File: src/rtl/sum_cmp_det_pipe.sv
// Pipelined valid/ready flag unit: (A+B+CI) == target or A == B, without an adder.
// Also tracks a saturating match count and a sticky all-match flag.
module sum_cmp_det_pipe #(
  parameter int width  = 8,
  parameter int stages = 2,
  parameter int cntw   = 8
) (
  input  logic             clk_i,
  input  logic             rst_i,
  input  logic             valid_i,
  output logic             ready_o,
  input  logic [width-1:0] A_i,
  input  logic [width-1:0] B_i,
  input  logic [width-1:0] C_i,
  input  logic             CI_i,
  input  logic [1:0]       mode_i,
  output logic             valid_o,
  input  logic             ready_i,
  output logic             Z_o,
  input  logic             clear_i,
  output logic [cntw-1:0]  match_cnt_o,
  output logic             all_match_o
);

  logic [width-1:0] w_t;
  logic [width-1:0] w_d;
  logic [width-1:0] w_s;
  logic [width-1:0] w_k;
  logic [width-1:0] w_y;
  logic [width-1:0] w_f;

  logic [stages:1]  r_v;
  logic [stages:1]  w_adv;
  logic [stages:1]  w_ld;
  logic [width-1:0] r_d  [1:stages];
  logic [width-1:0] w_nx [1:stages];

  logic [cntw-1:0]  r_cnt;
  logic             r_all;
  logic             w_xfer;

  // Pairwise AND; unused upper bits pad with ones so &result == &v.
  function automatic logic [width-1:0] f_pair(
    input logic [width-1:0] v
  );
    logic [width-1:0] r;
    r = '1;
    for (int i = 0; i < width / 2; i++) begin
      r[i] = v[2*i] & v[2*i+1];
    end
    if (width % 2 != 0) begin
      r[width/2] = v[width-1];
    end
    return r;
  endfunction

  // Match iff the carry-save form of A+B+~T+CI is all-ones.
  always_comb begin
    w_t = '0;
    unique case (mode_i)
      2'd1:    w_t = '1;
      2'd2:    w_t = C_i;
      default: w_t = '0;
    endcase
    w_d = ~w_t;
    w_s = A_i ^ B_i ^ w_d;
    w_k = (A_i & B_i) | (A_i & w_d) | (B_i & w_d);
    w_y = {w_k[width-2:0], CI_i};
    if (mode_i == 2'd3) begin
      w_f = ~(A_i ^ B_i);
    end else begin
      w_f = w_s ^ w_y;
    end
  end

  always_comb begin
    logic go;
    w_adv = '0;
    w_ld  = '0;
    go    = ready_i;
    for (int s = stages; s >= 1; s--) begin
      w_adv[s] = r_v[s] & go;
      go       = ~r_v[s] | w_adv[s];
    end
    ready_o = go;
    w_ld[1] = valid_i & go;
    for (int s = 2; s <= stages; s++) begin
      w_ld[s] = w_adv[s-1];
    end
  end

  always_comb begin
    w_nx[1] = w_f;
    for (int s = 2; s <= stages; s++) begin
      w_nx[s] = f_pair(r_d[s-1]);
    end
  end

  always_ff @(posedge clk_i or posedge rst_i) begin
    if (rst_i) begin
      r_v <= '0;
    end else begin
      for (int s = 1; s <= stages; s++) begin
        if (w_ld[s]) begin
          r_v[s] <= 1'b1;
        end else if (w_adv[s]) begin
          r_v[s] <= 1'b0;
        end
      end
    end
  end

  always_ff @(posedge clk_i) begin
    for (int s = 1; s <= stages; s++) begin
      if (w_ld[s]) begin
        r_d[s] <= w_nx[s];
      end
    end
  end

  assign valid_o = r_v[stages];
  assign Z_o     = r_v[stages] & (&r_d[stages]);
  assign w_xfer  = valid_o & ready_i;

  always_ff @(posedge clk_i or posedge rst_i) begin
    if (rst_i) begin
      r_cnt <= '0;
      r_all <= 1'b1;
    end else if (clear_i) begin
      r_cnt <= '0;
      r_all <= 1'b1;
    end else if (w_xfer) begin
      if (Z_o) begin
        if (r_cnt != '1) begin
          r_cnt <= r_cnt + cntw'(1);
        end
      end else begin
        r_all <= 1'b0;
      end
    end
  end

  assign match_cnt_o = r_cnt;
  assign all_match_o = r_all;

endmodule

File: config.mk
export PLATFORM = sky130hd
export DESIGN_NAME = sum_cmp_det_pipe
export DESIGN_NICKNAME = d
export VERILOG_FILES = /design/src/rtl/sum_cmp_det_pipe.sv
export SDC_FILE = /design/constraint.sdc
export NUM_CORES = 1
export LEC_CHECK = 0
export CORE_ASPECT_RATIO = 1.1
export CORE_MARGIN = 2
export CORE_UTILIZATION = 43
export CTS_CLUSTER_DIAMETER = 50
export DETAILED_ROUTE_END_ITERATION = 10
export PLACE_DENSITY_LB_ADDON = 0.25
export SLEW_MARGIN = 5
export SYNTH_ARGS = -nofsm -noshare
export SYNTH_HDL_FRONTEND = slang
export SYNTH_SLANG_ARGS = --single-unit
File: constraint.sdc
create_clock -name clk_i -period 1.55 [get_ports clk_i]
set_input_delay 0.155 -clock clk_i [delete_from_list [all_inputs] [get_ports clk_i]]
set_output_delay 0.155 -clock clk_i [all_outputs]
set_load 0.05 [all_outputs]
# After elaboration in Yosys (flattened, before gate mapping)
# Memories as Yosys holds them, arrays and structs flattened.
# Index checks and enable logic that the tools add are counted.
[word_totals]
mem_count = 1
ram_bits = 16
regBits = 11
wordCells = 58
[op_classes]
mux = 17
eq_ne = 5
reduce_logical = 8
n_bitwise = 22
addsub = 1
[memory_table]
columns = ["name", "words", "width", "rd", "rd_clocked_by_memory_dff", "wr", "line_no", "source"]
rows = [
  ["r_d", 2, 8, 2, 0, 2, "35", "logic [width-1:0] r_d [1:stages];"],
]
[ops]
columns = ["cell", "n"]
rows = [
  ["8-bit 2-to-1 mux", 5],
  ["8-bit XOR", 3],
  ["7-bit bitwise AND", 3],
  ["8-bit NOT", 2],
  ["8-bit case mux with 2 select lines", 1],
  ["7-bit bitwise OR", 2],
  ["1-bit 2-to-1 mux", 11],
  ["2-bit nonzero test", 5],
  ["8-bit by 1-bit adder with 8-bit output, second input constant", 1],
  ["1-bit bitwise AND", 8],
  ["8-bit != test, second input constant", 1],
  ["8-bit AND reduction", 1],
  ["2-bit equality test, second input constant", 2],
  ["3-bit AND reduction", 1],
  ["2-bit by 1-bit equality test with 1-bit output, second input constant", 1],
  ["2-bit by 1-bit != test with 1-bit output, second input constant", 1],
  ["1-bit NOT", 2],
  ["1-bit bitwise OR", 2],
  ["2-bit AND reduction", 1],
]

# Logic depth before layout (Yosys ltp)
[logic_depth]
depth_word = 8
ltp_mapped = 9

# Worst setup path after synthesis
# OpenSTA, ideal clock, no wires.
[synth_timing]
path_type = "input to register"
start = "in mode_i[0]"
end = "mem r_d[1][7], data pin"
path_stages = 8
setup_time_ns = 0.258
path_buffers = 1
arrival_ns = 1.668
slack_ns = -0.375
path_cell_list = "inv_1 ha_1 clkbuf_1 nor2_1 fa_1 o21ai_0 or3b_1 xnor2_1"
[synth_rtl]
columns = ["element", "line_no", "source"]
rows = [
  ["from (decl)", "16", "input logic [1:0] mode_i,"],
  ["to (decl)", "35", ""],
]

# Worst setup path after layout
[layout_timing]
start = "reg r_cnt[1] (netlist: match_cnt_o[1])"
end = "reg r_cnt[7] (netlist: match_cnt_o[7])"
[layout_via]
elab_chain_len = 5
word_cells_on_any_way = 8
cone_classes = "add/sub: 1; eq/ne: 1; mux: 4; reduce/logical: 2"
[layout_rtl]
columns = ["element", "line_no", "source"]
rows = [
  ["from (decl)", "38", "logic [cntw-1:0] r_cnt;"],
  ["from (signal assigned)", "135", "r_cnt <= r_cnt + cntw'(1);"],
  ["8-bit by 1-bit adder with 8-bit output", "135", ""],
  ["8-bit 2-to-1 mux", "134", "if (r_cnt != '1) begin"],
  ["8-bit 2-to-1 mux", "133", "if (Z_o) begin"],
  ["8-bit 2-to-1 mux", "132", "end else if (w_xfer) begin"],
  ["8-bit 2-to-1 mux", "129", "end else if (clear_i) begin"],
]
# Several ways; a longest one is shown, not always the timed one. The select of a mux whose other input is x is not followed.
# A chain may end at the register's enable or synchronous reset.

==> impl_metrics.ini <==
[status]
status = finished, violations left
violations = negative setup slack

[sta]
max_freq_mhz = 631
fin_crit_sh = 1.02
final_max_slew_viol_count = 0
worst_slew_pin_slew_ps = 431
min_period_ps = 1580
hold_slack_ps = 125
rsz0062_at_grt = yes
final.setup_skew_ps = 2.92
final.setup.tns_ps = -33.7
setup_slack_ps = -33.7
hold_viol = 0
setup_violations = 1
slew_headroom = 0.712

[detailed_routing]
drtIter0Drc = 76
routed_wirelength_um = 3410
wl_per_cell_um = 13.0
dr.pass1.iters = 4
num_vias = 1309
drc = 0
ant_nets = 0
via_per_inst = 4.98

[power]
p_total_mw = 1.48
leakage_nw = 1.02
vdd_drop_max_mv = 0.299
power_density_mw_per_mm2 = 631

[final_layout]
nets = 266
area_growth_pct = 51.2
final_common_cell = buf_4
diodes = 0
final_cell_mix = buf_4 (28), clkdlybuf4s50_1 (23), a21oi_1 (15), inv_1 (14), edfxtp_1 (12)
drive_gt1_frac = 0.340
postLayoutCoreUtil = 0.691

[die]
die_y_um = 66.9
initial_utilization = 0.457
rows = 22
dieArea_mm2 = 0.00409
ios = 44
design.core.area_mm2 = 0.00339
dieWidth_um = 61.2

[synthesis]
ys.warnings.count = 0
synth_cell_types = 33
synth_top_area_cell = edfxtp_1
seq_area_frac_synth = 0.412
ys_seq_elements = 23
syn_area_mm2 = 0.00155
synth_cells = 152
avgSynthCellArea_um2 = 10.2
syn_nets = 202
synth_top_cell_area_share = 0.233
synthTopCellsByArea = edfxtp_1 (23%), dfrtp_1 (16%), fa_1 (9.1%), ha_1 (8.9%), a21oi_1 (6.5%)

[clock_network]
cts.clk_slew.worst_paths_ps = 130
cts_buffers = 3
tritoncts = yes
cts_num_sinks = 23
clock-root-buffer = clkbuf_4
htreeDepth = 1
cts_hold_buf = 0
cts_buffer_depth = 2
clk_latency_ps = 310

[critical_path]
cp.required_ps = 1790
r2r_setup_slack_ps = -30
cp-start-kind = register
criticalPathCategory = reg -> reg
end_kind = register
cp_data_arrival_time_ps = 1830
cp_max_fo = 3

[global_routing]
grt_overflow = 0
grt_max_degree = 15
grt_pass1_wl_um = 5640
antenna_found_initial = 0
track_usage = 0.185
grt_pass1_vias = 1384

[place]
port_buffers = 43
gp_congestion = 0.817
hpwl_um = 2670

[worst_hold_path]
worstHoldPathType = in -> async

[run]
maxCapViolations = 0
[cell type report]
type | count | area, µm²
timing repair buffer | 65 | 621
clock buffer | 3 | 22.5
clock inverter | 1 | 5.00
tap | 48 | 60.1
multi-input combinational | 106 | 915
fill | 267 | 1050
sequential | 23 | 644
inverter | 17 | 71.3
[cells by family (layout without fill, tap and decap cells)]
logic type,after synthesis,after routing,synth area share
muxes,1,1,0.00647
xor gates and xnor gates,10,10,0.0566
and+or+nand+nor,48,48,0.174
DFF,23,23,0.412
adders and majority gates,18,18,0.180
buffers and inverters,23,86,0.0623
AOI/OAI and AO/OA,29,29,0.109
[worst paths after layout]
check / from / end / cells after the start
hold / removal: rst_i / r_v[1] / 2
setup / recovery: match_cnt_o[1] / match_cnt_o[7] / 6
min in group clk_i: B_i[6] / r_d[1][6] / 3
max in group asynchronous: rst_i / all_match_o / 2
hold reg to reg: r_v[1] / r_v[2] / 1
setup reg to reg: match_cnt_o[1] / match_cnt_o[7] / 6
[report_power, final]
group	switching (mW)	internal, mW	total, mW	leakage (nW)
Clock	0.182	0.0963	0.278	0.0177
Combinational	0.224	0.246	0.470	0.750
Sequential	0.0169	0.711	0.728	0.250
Total	0.423	1.05	1.48	1.02
[registers in the layout, summed over array words and instances (netlist names)]
name	flops
all_match_o	1
match_cnt_o	8
r_d	12
r_v	2
[stage by stage]
step	setup WS [ps]	instances	instance area, µm²
final	-33.7	263	2340
after global routing	-68.3	263	2340
after CTS	3.65	261	2260
after detailed placement	-889	255	2220
after global placement	-804	255	2220
after floorplan	-173	152	1640
[synth_stat cells, drive strengths merged]
master / number
o31ai: 2
mux2i: 1
dfstp: 1
or3: 3
or2: 1
nand2b: 4
xnor2: 3
and4: 1
nand2: 3
xor2: 7
fa: 7
o21ai: 5
clkbuf: 2
a21oi: 20
nand3b: 1
buf: 4
nand3: 3
o211ai: 1
dfrtp: 10
nand4: 3
and2: 8
ha: 11
nor3: 2
or3b: 1
nor2: 15
edfxtp: 12
inv: 17
or4: 3
a211oi: 1
[critical path, cell delays in order, from the launching register on]
cell and delay, ps:
dfrtp_2 450, ha_4 160, nand4_1 140, o211ai_4 110, buf_4 140, or4_1 390, a21oi_1 130
[per-layer routing]
layer | track usage | up-vias | wire (µm)
li1 | - | 633 | -
met1 | 0.178 | 629 | 1180
met2 | 0.382 | 41 | 2030
met3 | 0.0194 | 6 | 152
met4 | 0.0598 | 0 | 55
met5 | 0 | - | 0
[what timing repair did]
action                                  CTS  global route
endpoints found under the setup margin   10            12
gates resized for setup                  17            18
cloned                                    0             0
pin swaps                                11            12
buffers inserted                          2             2
No activity file was read; power rests on OpenSTA's default activity.
